$ cat config.mk
export PLATFORM = sky130hd
export DESIGN_NAME = uart_cmd_arbiter_flat
export DESIGN_NICKNAME = d
export VERILOG_FILES = /design/src/rtl/uart_arb_pkg.sv /design/src/rtl/uart_cmd_arbiter_if.sv /design/src/rtl/rr_arbiter.sv /design/src/rtl/uart_cmd_arbiter.sv /design/src/flat_wrapper.sv
export SDC_FILE = /design/constraint.sdc
export NUM_CORES = 1
export LEC_CHECK = 0
export CORE_MARGIN = 5
export CORE_UTILIZATION = 41
export CTS_CLUSTER_DIAMETER = 60
export DETAILED_ROUTE_END_ITERATION = 8
export GPL_ROUTABILITY_DRIVEN = 0
export PLACE_DENSITY_LB_ADDON = 0.08
export SYNTH_ARGS = -nofsm -noshare
export SYNTH_HDL_FRONTEND = slang
export SYNTH_SLANG_ARGS = --single-unit
$ cat constraint.sdc
create_clock -name clk -period 2.5 [get_ports clk]
set_input_delay 0.25 -clock clk [delete_from_list [all_inputs] [get_ports clk]]
set_output_delay 0.25 -clock clk [all_outputs]
set_load 0.05 [all_outputs]
$ cat src/rtl/uart_arb_pkg.sv
// Shared types and defaults for the UART command arbiter: FSM encoding, widths, R/W flag location.
// No logic here; latency/backpressure live in the modules that import it.
package uart_arb_pkg;

  localparam int DEF_NUM_REQ        = 4;
  localparam int DEF_CMD_WIDTH      = 16;
  localparam int DEF_CMD_DATA_WIDTH = 8;

  // The R/W flag is the command MSB: 1 = write, 0 = read.
  localparam int RW_FLAG_POS = DEF_CMD_WIDTH - 1;

  typedef enum logic [2:0] {
    ST_IDLE      = 3'd0,
    ST_ISSUE     = 3'd1,
    ST_WAIT_DROP = 3'd2,
    ST_WAIT_DONE = 3'd3,
    ST_RESP      = 3'd4
  } arb_state_e;

  function automatic int rw_flag_pos(input int cmd_width);
    return cmd_width - 1;
  endfunction

endpackage

$ cat src/rtl/uart_cmd_arbiter_if.sv
// Bundles requester-side and engine-side signals of the arbiter.
// slave = arbiter view, master = environment (requesters + engine) view.
interface uart_cmd_arbiter_if
  import uart_arb_pkg::*;
#(
  parameter int NUM_REQ        = DEF_NUM_REQ,
  parameter int CMD_WIDTH      = DEF_CMD_WIDTH,
  parameter int CMD_DATA_WIDTH = DEF_CMD_DATA_WIDTH,
  parameter int IDX_W          = $clog2(NUM_REQ)
);

  logic [NUM_REQ-1:0]           req_valid;
  logic [NUM_REQ*CMD_WIDTH-1:0] req_data;
  logic [NUM_REQ-1:0]           req_ready;
  logic [NUM_REQ-1:0]           rsp_valid;
  logic [CMD_DATA_WIDTH-1:0]    rsp_data;
  logic                         rsp_err;
  logic                         uart_cmd_valid;
  logic [CMD_WIDTH-1:0]         uart_cmd_data;
  logic                         uart_cmd_ready;
  logic                         uart_read_valid;
  logic [CMD_DATA_WIDTH-1:0]    uart_read_data;
  logic [IDX_W-1:0]             owner;
  logic                         busy;

  modport slave (
    input  req_valid, req_data, uart_cmd_ready, uart_read_valid, uart_read_data,
    output req_ready, rsp_valid, rsp_data, rsp_err, uart_cmd_valid, uart_cmd_data,
           owner, busy
  );

  modport master (
    output req_valid, req_data, uart_cmd_ready, uart_read_valid, uart_read_data,
    input  req_ready, rsp_valid, rsp_data, rsp_err, uart_cmd_valid, uart_cmd_data,
           owner, busy
  );

endinterface

$ cat src/rtl/rr_arbiter.sv
// Combinational round-robin pick: first active request at or after ptr, wrapping.
// Zero latency; no state, so no backpressure of its own.
module rr_arbiter #(
  parameter int NUM_REQ = 4,
  parameter int IDX_W   = $clog2(NUM_REQ)
) (
  input  logic [NUM_REQ-1:0] req,
  input  logic [IDX_W-1:0]   ptr,
  output logic [NUM_REQ-1:0] gnt,
  output logic [IDX_W-1:0]   gnt_idx
);

  logic w_found;

  always_comb begin
    gnt     = '0;
    gnt_idx = '0;
    w_found = 1'b0;
    // k is the distance from ptr; the first hit in distance order wins.
    for (int k = 0; k < NUM_REQ; k++) begin
      for (int i = 0; i < NUM_REQ; i++) begin
        if (!w_found && req[i] && (i == ((int'(ptr) + k) % NUM_REQ))) begin
          w_found = 1'b1;
          gnt[i]  = 1'b1;
          gnt_idx = IDX_W'(i);
        end
      end
    end
  end

endmodule

$ cat src/rtl/uart_cmd_arbiter.sv
// Shares one UART command engine among NUM_REQ requesters, one command in flight at a time.
// Grant -> engine valid 1 cycle; response 1 cycle after engine ready returns; requesters wait via req_ready.
module uart_cmd_arbiter
  import uart_arb_pkg::*;
#(
  parameter int NUM_REQ        = DEF_NUM_REQ,
  parameter int CMD_WIDTH      = DEF_CMD_WIDTH,
  parameter int CMD_DATA_WIDTH = DEF_CMD_DATA_WIDTH,
  parameter int IDX_W          = $clog2(NUM_REQ)
) (
  input  logic             clk,
  input  logic             rst_n,
  uart_cmd_arbiter_if.slave bus
);

  localparam int RW_BIT = rw_flag_pos(CMD_WIDTH);

  arb_state_e                r_state;
  arb_state_e                w_state_nxt;
  logic [CMD_WIDTH-1:0]      r_cmd_q;
  logic [CMD_DATA_WIDTH-1:0] r_rd_q;
  logic                      r_rd_got;
  logic [IDX_W-1:0]          r_owner;
  logic [IDX_W-1:0]          r_rr_ptr;

  logic [NUM_REQ-1:0]        w_gnt;
  logic [IDX_W-1:0]          w_gnt_idx;
  logic [IDX_W-1:0]          w_ptr_nxt;
  logic [CMD_WIDTH-1:0]      w_sel_cmd;
  logic                      w_grant;
  logic                      w_is_write;

  rr_arbiter #(
    .NUM_REQ (NUM_REQ),
    .IDX_W   (IDX_W)
  ) u_rr_arbiter (
    .req     (bus.req_valid),
    .ptr     (r_rr_ptr),
    .gnt     (w_gnt),
    .gnt_idx (w_gnt_idx)
  );

  always_comb begin
    w_sel_cmd = '0;
    for (int i = 0; i < NUM_REQ; i++) begin
      if (w_gnt[i]) w_sel_cmd = bus.req_data[i*CMD_WIDTH +: CMD_WIDTH];
    end
  end

  // rst_n gating keeps req_ready at its reset value while reset is held.
  assign w_grant    = rst_n && (r_state == ST_IDLE) && (|w_gnt);
  assign w_ptr_nxt  = (w_gnt_idx == IDX_W'(NUM_REQ - 1)) ? '0 : w_gnt_idx + IDX_W'(1);
  assign w_is_write = r_cmd_q[RW_BIT];

  always_ff @(posedge clk or negedge rst_n) begin
    if (!rst_n) r_state <= ST_IDLE;
    else        r_state <= w_state_nxt;
  end

  always_comb begin
    w_state_nxt = r_state;
    case (r_state)
      ST_IDLE:      if (|bus.req_valid)      w_state_nxt = ST_ISSUE;
      ST_ISSUE:     if (bus.uart_cmd_ready)  w_state_nxt = ST_WAIT_DROP;
      ST_WAIT_DROP: if (!bus.uart_cmd_ready) w_state_nxt = ST_WAIT_DONE;
      ST_WAIT_DONE: if (bus.uart_cmd_ready)  w_state_nxt = ST_RESP;
      ST_RESP:                               w_state_nxt = ST_IDLE;
      default:                               w_state_nxt = ST_IDLE;
    endcase
  end

  always_ff @(posedge clk or negedge rst_n) begin
    if (!rst_n) begin
      r_cmd_q  <= '0;
      r_rd_q   <= '0;
      r_rd_got <= 1'b0;
      r_owner  <= '0;
      r_rr_ptr <= '0;
    end else begin
      if (w_grant) begin
        r_cmd_q  <= w_sel_cmd;
        r_owner  <= w_gnt_idx;
        r_rr_ptr <= w_ptr_nxt;
        r_rd_got <= 1'b0;
      end
      if ((r_state == ST_WAIT_DONE) && bus.uart_read_valid) begin
        r_rd_q   <= bus.uart_read_data;
        r_rd_got <= 1'b1;
      end
    end
  end

  always_comb begin
    bus.req_ready = w_grant ? w_gnt : '0;
    bus.rsp_valid = '0;
    for (int i = 0; i < NUM_REQ; i++) begin
      bus.rsp_valid[i] = (r_state == ST_RESP) && (r_owner == IDX_W'(i));
    end
    bus.rsp_data       = '0;
    bus.rsp_err        = 1'b0;
    // A read with no captured data means the engine dropped it on parity.
    if ((r_state == ST_RESP) && !w_is_write) begin
      bus.rsp_data = r_rd_q;
      bus.rsp_err  = ~r_rd_got;
    end
    bus.uart_cmd_valid = (r_state == ST_ISSUE);
    bus.uart_cmd_data  = r_cmd_q;
    bus.owner          = r_owner;
    bus.busy           = (r_state != ST_IDLE);
  end

endmodule

$ cat src/flat_wrapper.sv
// flat-port wrapper written by rule: the top's interface ports become plain ports
module uart_cmd_arbiter_flat import uart_arb_pkg::*;
#(
  parameter int NUM_REQ        = DEF_NUM_REQ,
  parameter int CMD_WIDTH      = DEF_CMD_WIDTH,
  parameter int CMD_DATA_WIDTH = DEF_CMD_DATA_WIDTH,
  parameter int IDX_W          = $clog2(NUM_REQ)
)
  (clk, rst_n, bus_req_valid, bus_req_data, bus_uart_cmd_ready, bus_uart_read_valid, bus_uart_read_data, bus_req_ready, bus_rsp_valid, bus_rsp_data, bus_rsp_err, bus_uart_cmd_valid, bus_uart_cmd_data, bus_owner, bus_busy);
  uart_cmd_arbiter_if #(.NUM_REQ(NUM_REQ), .CMD_WIDTH(CMD_WIDTH), .CMD_DATA_WIDTH(CMD_DATA_WIDTH), .IDX_W(IDX_W)) bus_i ();
  input  logic clk;
  input  logic rst_n;
  input wire logic [$bits(bus_i.req_valid)-1:0] bus_req_valid;
  input wire logic [$bits(bus_i.req_data)-1:0] bus_req_data;
  input wire logic [$bits(bus_i.uart_cmd_ready)-1:0] bus_uart_cmd_ready;
  input wire logic [$bits(bus_i.uart_read_valid)-1:0] bus_uart_read_valid;
  input wire logic [$bits(bus_i.uart_read_data)-1:0] bus_uart_read_data;
  output wire logic [$bits(bus_i.req_ready)-1:0] bus_req_ready;
  output wire logic [$bits(bus_i.rsp_valid)-1:0] bus_rsp_valid;
  output wire logic [$bits(bus_i.rsp_data)-1:0] bus_rsp_data;
  output wire logic [$bits(bus_i.rsp_err)-1:0] bus_rsp_err;
  output wire logic [$bits(bus_i.uart_cmd_valid)-1:0] bus_uart_cmd_valid;
  output wire logic [$bits(bus_i.uart_cmd_data)-1:0] bus_uart_cmd_data;
  output wire logic [$bits(bus_i.owner)-1:0] bus_owner;
  output wire logic [$bits(bus_i.busy)-1:0] bus_busy;
  assign bus_i.req_valid = bus_req_valid;
  assign bus_i.req_data = bus_req_data;
  assign bus_i.uart_cmd_ready = bus_uart_cmd_ready;
  assign bus_i.uart_read_valid = bus_uart_read_valid;
  assign bus_i.uart_read_data = bus_uart_read_data;
  assign bus_req_ready = bus_i.req_ready;
  assign bus_rsp_valid = bus_i.rsp_valid;
  assign bus_rsp_data = bus_i.rsp_data;
  assign bus_rsp_err = bus_i.rsp_err;
  assign bus_uart_cmd_valid = bus_i.uart_cmd_valid;
  assign bus_uart_cmd_data = bus_i.uart_cmd_data;
  assign bus_owner = bus_i.owner;
  assign bus_busy = bus_i.busy;
  uart_cmd_arbiter #(.NUM_REQ(NUM_REQ), .CMD_WIDTH(CMD_WIDTH), .CMD_DATA_WIDTH(CMD_DATA_WIDTH), .IDX_W(IDX_W)) u_core (.clk(clk), .rst_n(rst_n), .bus(bus_i));
endmodule
# After elaboration in Yosys (flattened, before gate mapping)
# Cells that the tools add are included.
# Widths: inputs -> output; s select.
[word_totals]
regBits = 32
input_bits = 80
[classes]
eq_ne = 24
reduce_logical = 69
muxes = 60
add_sub_neg = 4
n_bitwise = 4
[ops]
columns = ["cell", "count"]
rows = [
  ["$logic_not 32->1", 4],
  ["$mux 16", 4],
  ["$logic_and 1x1->1", 39],
  ["$mux 1", 34],
  ["$mux 2", 15],
  ["$eq 3x3->1 const A", 6],
  ["$logic_not 1->1", 16],
  ["$mux 3", 4],
  ["$pmux 3 s4", 1],
  ["$eq 2x3->1 const A", 3],
  ["$mux 8", 1],
  ["$ne 2x2->1 const B", 4],
  ["$reduce_or 4->1", 2],
  ["$eq 2x2->1 const B", 3],
  ["$eq 3x2->1 const B", 2],
  ["$reduce_or 2->1", 3],
  ["$add 2x1->2 const B", 2],
  ["$add 2x2->2 const B", 2],
  ["$eq 2x2->1 const A", 2],
  ["$mux 4", 1],
  ["$reduce_and 4->1", 1],
  ["$and 1x1->1 const A", 3],
  ["$eq 3x1->1 const B", 1],
  ["$eq 3x3->1 const B", 1],
  ["other kinds (7)", 7],
]

# Depth between registers and ports, before layout
# Gate-level depths: netlist of the first run.
[logic_depth]
depth_word = 67
depth_mapped = 8

# Modules after synthesis
# Synthesis of the first run repeated with hierarchy kept, for this count alone.
[unflattened]
cells_unflattened = 191
area_unflattened_um2 = 1885.6
[by_module_without_submodules]
columns = ["mod", "n_inst", "cells_per_inst", "seq_area_each_um2", "area_per_inst_um2"]
rows = [
  ["uart_cmd_arbiter", 1, 167, 800.8, 1736.7],
  ["rr_arbiter", 1, 24, 0.0, 148.9],
]

# Least setup slack after synthesis of the first run
# OpenSTA, ideal clock, no wires.
[synth_timing]
path_kind = "register to output"
from = "reg u_core.r_state[1]"
to = "out bus_rsp_valid[1]"
required_time_ns = 2.250
path_slack_ns = 0.338
stages_incl_launch_ff = 4
arrival_time_ns = 1.912
n_path_buf = 0
path_cell_list = "dfrtp_1 nor2_1 nand2_1 nor3b_1"
[synth_between]
elab_chain_len = 2
[synth_lines]
columns = ["item", "line_no", "source"]
rows = [
  ["from (decl)", "uart_cmd_arbiter.sv:18", "arb_state_e r_state;"],
  ["from (signal assigned)", "uart_cmd_arbiter.sv:57", "else r_state <= w_state_nxt;"],
  ["$eq 3x3->1", "uart_cmd_arbiter.sv:97", "bus.rsp_valid[i] = (r_state == ST_RESP) && (r_owner == IDX_W'(i));"],
  ["$logic_and 1x1->1", "uart_cmd_arbiter.sv:97", ""],
  ["to (decl)", "flat_wrapper.sv:19", "output wire logic [$bits(bus_i.rsp_valid)-1:0] bus_rsp_valid;"],
]
# No other way between the ends.

# Worst setup path in the final report of the first run
[layout_timing]
from = "reg u_core.r_state[1]"
to = "out bus_rsp_err"
[layout_between]
elab_chain_len = 3
[layout_lines]
columns = ["item", "line_no", "source"]
rows = [
  ["$eq 3x3->1", "uart_cmd_arbiter.sv:102", "if ((r_state == ST_RESP) && !w_is_write) begin"],
  ["$logic_and 1x1->1", "uart_cmd_arbiter.sv:102", ""],
  ["$mux 1", "uart_cmd_arbiter.sv:102", ""],
  ["to (decl)", "flat_wrapper.sv:21", "output wire logic [$bits(bus_i.rsp_err)-1:0] bus_rsp_err;"],
]
# No other way between the ends.

==> results of run 1 <==
==> logic make-up (layout without fill, tap and decap cells) <==
family          Yosys count  after routing  share of synthesized area, %
flops                    32             32                          40.7
mux                       8              8                          4.58
xor+xnor                  1              1                         0.445
compound gates           60             60                          27.8
simple gates             64             64                          17.1
buf+inv                  35            154                          9.41
==> per-layer routing <==
metal	vias to the layer above	part of all wire, %
met5	-	0
met2	81	51
met4	0	0.74
met1	967	41
met3	6	7.8
li1	982	-
==> worst max-delay path by stage <==
stage | to | cells after the start
floorplan | bus_rsp_valid[1] | 3
global placement | u_core.bus.uart_cmd_data[7] | 6
detailed placement | u_core.bus.uart_cmd_data[5] | 6
CTS | bus_rsp_valid[1] | 4
global route | bus_rsp_err | 4
finish | bus_rsp_err | 4
==> registers in the layout (all words and copies together) (netlist names) <==
register,flops
u_core.r_rr_ptr,2
u_core.r_rd_got,1
u_core.r_rd_q,8
u_core.bus.owner,2
u_core.r_state,3
u_core.bus.uart_cmd_data,16
==> cells in the final DEF (no fill, tap or decap), drive strengths merged, types with 2 or more instances in the layout <==
cell and count:
nor3b 2, inv 19, nor3 4, clkbuf 7, o221ai 17, and2 10
mux2 8, nor2b 3, o21ai 2, dfrtp 32, nand2 25, and3 4
a221oi 17, nand3 2, o22a 2, buf 23, a21oi 3, nor2 6
nand2b 3, dlymetal6s2s 3, o211ai 17, clkdlybuf4s50 100
==> power groups by stage <==
stage          clock [mW]  combinational [mW]  sequential (mW)
2_1_floorplan           0               0.921             1.33
3_3_place_gp            0                1.91            0.935
3_5_place_dp            0                1.94            0.937
4_1_cts             0.555                1.94            0.931
5_1_grt             0.579                2.06            0.974
6_report            0.544                1.92            0.931
==> worst reg2reg max path, cell delays in order (launching register included) <==
cell,delay (ns)
dfrtp_1,0.44
and2b_1,0.20
o221ai_1,0.18
and2_1,0.57
a221oi_1,0.22
o221ai_2,0.19
==> through the flow <==
| step | instance area [sq um] | instances | total power [mW] | worst slack (ns) |
|---|---|---|---|---|
| 2_1_floorplan | 1970 | 200 | 2.25 | 0.338 |
| 3_3_place_gp | 3140 | 364 | 2.85 | 0.246 |
| 3_5_place_dp | 3140 | 364 | 2.88 | 0.216 |
| 4_1_cts | 3270 | 373 | 3.43 | 0.0915 |
| 5_1_grt | 3280 | 373 | 3.62 | 0.0157 |
| 6_report | 3280 | 373 | 3.40 | 0.158 |
==> area by class of cell <==
type / count / area (sq um) / share of cell area (%)
tap: 54 / 67.6 / 2.06
clock inverter: 1 / 30.0 / 0.916
inverter: 19 / 71.3 / 2.17
timing repair buffer: 127 / 1230 / 37.5
multi-input combinational: 133 / 982 / 30.0
clock buffer: 7 / 96.3 / 2.94
sequential: 32 / 801 / 24.4
==> timing repair <==
item | 4_1_cts | 5_1_grt
gates resized for setup | 0 | 3
endpoints found under the hold margin | 8 | 0
setup endpoints to repair | 0 | 3
hold buffers | 1 | 0
==> impl_metrics.csv, run 1 <==
group,metric,value,unit
status,outcome,"finished clean",
power_and_ir_drop,switching_share,44.5,%
drt,drc_errors,0,
clock_tree,cts_max_level,2,
timing,maxSlewViolCount,0,
setup_path,ff2ff_setup_slack,0.61,ns
setup_path,worstSetupEndpointType,"primary output",
power_and_ir_drop,irDropWorstVdd,0.690,mV
global_routing,grt_pass1_wl,9.75,mm
synthesis,synth.most_common_cell,"dfrtp_1",
die,initial_utilization,41.9,%
power_and_ir_drop,combinationalPowerShare,56.6,%
clock_tree,postCtsSetupBuffers,0,
setup_path,critPathKind,"reg2out",
setup_path,cp-start-kind,"flop",
drt,first_pass_iters,4,
synthesis,ys_top_cells_by_area,"dfrtp_1 (41%), a221oi_1 (7.1%), o221ai_2 (6.9%)",
clock_tree,cts_tree,"yes",
die,fp.dieH,79.3,microns
clock_tree,numCtsBuffers,5,
timing,tns,0,ns
synthesis,syn_area,1970,sq um
synthesis,synth_cells,200,
synthesis,syn-num-nets,280,
die,die_area,6290,sq um
power_and_ir_drop,power_switching,1.51,mW
finish,drive_above_1_share,16.6,%
synthesis,synth_edf_count,0,
drt,drt_iter0_drc,114,
global_routing,busiest_layer,"met2",
power_and_ir_drop,p_int,1.89,mW
setup_path,slowest_stage,"clkdlybuf4s50_1",
setup_path,crit_buf_inv,1,
synthesis,synthTopCellsByCount,"dfrtp_1 (32), nand2_1 (25), inv_1 (18)",
synthesis,yosys_warnings,0,
hold_path,hp-class,"in2async",
synthesis,synth_top_cell_by_area,"dfrtp_1",
timing,setup_viol,0,
setup_path,timing.rr.start,"u_core.r_rr_ptr[0]",
setup_path,worstReg2RegEnd,"u_core.bus.uart_cmd_data[5]",
synthesis,yosysUniqueCellTypes,36,
drt,drt.antenna.violating_nets,0,
timing,hold_ws,0.388,ns
global_routing,grt_max_degree,26,
setup_path,critPathMaxStageDelay,0.83,ns
clock_tree,clk_latency,0.28,ns
timing,fin_worst_skew,0.0108,ns
setup_path,cp_max_fo,6,
die,io_pins,117,
setup_path,crit_required,2.25,ns
timing,hold_viol,0,
finish,fin_util,69.9,%
drt,wl_per_cell,16.6,microns
timing,worst_pin_slew,0.643,ns
global_routing,use_met2,34.7,%
clock_tree,cts.sink_count,32,
timing,rsz0062_at_grt,"no",
global_routing,antenna_found_initial,0,
global_routing,track_usage,19.7,%
clock_tree,clockBufferDepth,2,
synthesis,synth_ff_type,"dfrtp_1",
finish,antenna_cells,0,
synthesis,synth_top_area_share,40.7,%
timing,period_share,93.7,%
synthesis,synth-async-reset-ratio,100,%
die,core,4690,sq um
global_routing,met1_usage,23.6,%
power_and_ir_drop,p_clk_share,16.0,%
die,rows,25,
clock_tree,clk_pin_slew_worst_paths,0.07,ns
finish,area_growth,66.6,%
run,cap_violations,0,
synthesis,synth_seq_cells,32,
finish,fillers,399,
setup_path,path_cells,"nor2_1, nand2_1, nor3_1, clkdlybuf4s50_1",
setup_path,arrival,2.09,ns
timing,timing.fmax,0.427,GHz
drt,vias,2036,
setup_path,reg2regPathDepth,5,
synthesis,yosysSeqAreaShare,40.7,%
drt,vias_per_cell,5.46,
global_routing,met3_usage,5.90,%
setup_path,cp-startpoint,"u_core.r_state[1]",
power_and_ir_drop,power.density,1040,nW/um^2
drt,wl,6.21,mm
power_and_ir_drop,p_leak,1.44,nW
clock_tree,root_buffer,"clkbuf_8",
global_routing,grt_remaining_overflow,0,
setup_path,critical-path-top-delay-family,"buffers and inverters",
synthesis,avgSynthCellArea,9.84,sq um
power_and_ir_drop,sequentialPowerShare,27.4,%
timing,post-route-min-period,2.34,ns
place,port_buffers,116,
global_routing,grt_pass1_vias,2062,
die,die_w,79.3,microns
place,dpl.hpwl,4.80,mm
finish,nNetsFinal,398,
timing,relSlewSlack,57.1,%
No activity file was read; power rests on OpenSTA's default activity.
==> run 2: changes to the inputs <==
Settings changed: PLACE_DENSITY set to 0.93, PLACE_DENSITY_LB_ADDON 0.08 to not set.
Clock period 2.5 ns to 2.9 ns, I/O delays scaled along.
==> run 2 against run 1 <==
Net effect: sequential cell count stayed put; cell area is 1.8% lower; count of clock-buffer cells in the layout is 1 lower; die area stayed put; via count is 1.3% higher; combinational power is 14% lower; critical path depth is 1 higher; worst hold slack worse by 0.28 ns; critical path type unchanged; non-clock buffer count is 5 lower; clock power is 35% lower.
==> impl_metrics.csv, run 2 (same netlist as run 1, synthesis figures left out) <==
group,metric,value,unit
clock_tree,cts.sink_count,32,
die,die_area,6290,sq um
clock_tree,clk_latency,0.28,ns
setup_path,crit_required,2.61,ns
timing,worst_pin_slew,0.701,ns
place,dp.cells,360,
place,dpl.hpwl,4.98,mm
power_and_ir_drop,power.density,875,nW/um^2
timing,rsz0062_at_grt,"no",
finish,largest_register_ff_count,16,
hold_path,hp-class,"in2async",
timing,hold_viol,0,
clock_tree,cts_max_level,2,
die,rows,25,
finish,final_cell_mix,"clkdlybuf4s50_1 (110), dfrtp_1 (32), nand2_1 (25), inv_1 (18), o211ai_1 (17)",
global_routing,grt_max_degree,33,
setup_path,cp_max_fo,8,
power_and_ir_drop,p_leak,1.35,nW
global_routing,track_usage,21.4,%
timing,finalWorstSetupSlack,0.257,ns
finish,fin_util,68.6,%
clock_tree,cts_tree,"yes",
clock_tree,numCtsBuffers,5,
timing,hold_ws,0.107,ns
drt,wl_per_cell,17.8,microns
finish,finalNonFillerCells,368,
timing,timing.fmax,0.378,GHz
drt,drt_iter0_drc,115,
finish,area_growth,63.6,%
global_routing,antenna_found_initial,0,
setup_path,ff2ff_setup_slack,0.93,ns
place,port_buffers,116,
drt,drc_errors,0,
setup_path,critPathKind,"reg2out",
die,fp.dieH,79.3,microns
power_and_ir_drop,power.total,2.82,mW
clock_tree,root_buffer,"clkbuf_8",
die,die_w,79.3,microns
timing,tns,0,ns
place,post_dp_cell_area,3130,sq um
timing,relSlewSlack,53.3,%
timing,period_share,91.1,%
run,cap_violations,0,
die,initial_utilization,41.9,%
drt,vias,2063,
timing,maxSlewViolCount,0,
timing,setup_viol,0,
clock_tree,clockBufferDepth,2,
timing,fin_worst_skew,0.00528,ns
finish,nNetsFinal,393,
setup_path,cp-start-kind,"flop",
global_routing,grt_remaining_overflow,0,
finish,drive_above_1_share,13.1,%
finish,fillers,371,
global_routing,grt_pass1_wl,10.5,mm
drt,drt.antenna.violating_nets,0,
place,preCtsSetupSlack,0.483,ns
global_routing,grt_pass1_vias,2174,
timing,post-route-min-period,2.64,ns
drt,vias_per_cell,5.61,
finish,antenna_cells,0,
die,io_pins,117,
drt,first_pass_iters,4,
finish,finalInstanceArea,3220,sq um
power_and_ir_drop,irDropWorstVdd,0.552,mV
setup_path,worstSetupEndpointType,"primary output",
drt,wl,6.56,mm
finish,final_common_cell,"clkdlybuf4s50_1",
setup_path,arrival,2.35,ns
status,outcome,"finished clean",
die,core,4690,sq um
clock_tree,clk_pin_slew_worst_paths,0.07,ns
## run 2: cell count changes in the layout (fill, tap and decap cells not counted)
cell and change:
dlymetal6s2s_1 -2, clkdlybuf4s50_1 +10, dlygate4sd3_1 -1, clkinv_2 +2, bufinv_16 -1, clkbuf_8 -1, buf_4 -12
## run 2: timing repair
item / 4_1_cts / 5_1_grt
hold buffers: 0 / 0
buffers inserted: 0 / 0
resized for setup: 0 / 1
endpoints found under the setup margin: 0 / 1
## run 2: metal layers
metal / part of all wire [%] / wire length, microns / global-route usage (%)
met5: 0 / 0 / 0
met4: 2.1 / 140 / 7.22
met3: 9.3 / 612 / 6.01
met2: 52 / 3400 / 38.6
met1: 37 / 2400 / 24.1
## run 2: power breakdown
part	switching, mW	internal (mW)
clock network	0.163	0.189
logic	1.00	0.658
registers	0.156	0.651
## run 2: cell type report
type | count | area [sq um] | share of cell area, %
Clock inverter | 2 | 10.0 | 0.311
Timing Repair Buffer | 122 | 1210 | 37.5
Tap cell | 54 | 67.6 | 2.10
Multi-Input combinational cell | 133 | 982 | 30.5
Inverter | 19 | 71.3 | 2.21
Sequential cell | 32 | 801 | 24.9
Clock buffer | 6 | 82.6 | 2.56
## run 2: final timing paths
| path | start | endpoint | depth (start not counted) |
|---|---|---|---|
| setup reg to reg | u_core.r_rr_ptr[0] | u_core.bus.uart_cmd_data[5] | 5 |
| min in group clk | u_core.bus.uart_cmd_data[12] | u_core.bus.uart_cmd_data[12] | 2 |
| hold / removal | rst_n | u_core.r_rr_ptr[0] | 2 |
| hold reg to reg | u_core.bus.uart_cmd_data[12] | u_core.bus.uart_cmd_data[12] | 2 |
| max in group asynchronous | rst_n | u_core.r_state[0] | 2 |
| setup / recovery | u_core.r_state[1] | bus_rsp_data[5] | 5 |
## run 2: critical path, stage by stage, from the launching register on
cell and delay (ns):
dfrtp_1 0.44, nor2_1 0.22, nand2_1 0.16, nor2_1 0.29, and2_1 0.18, clkdlybuf4s50_1 0.80
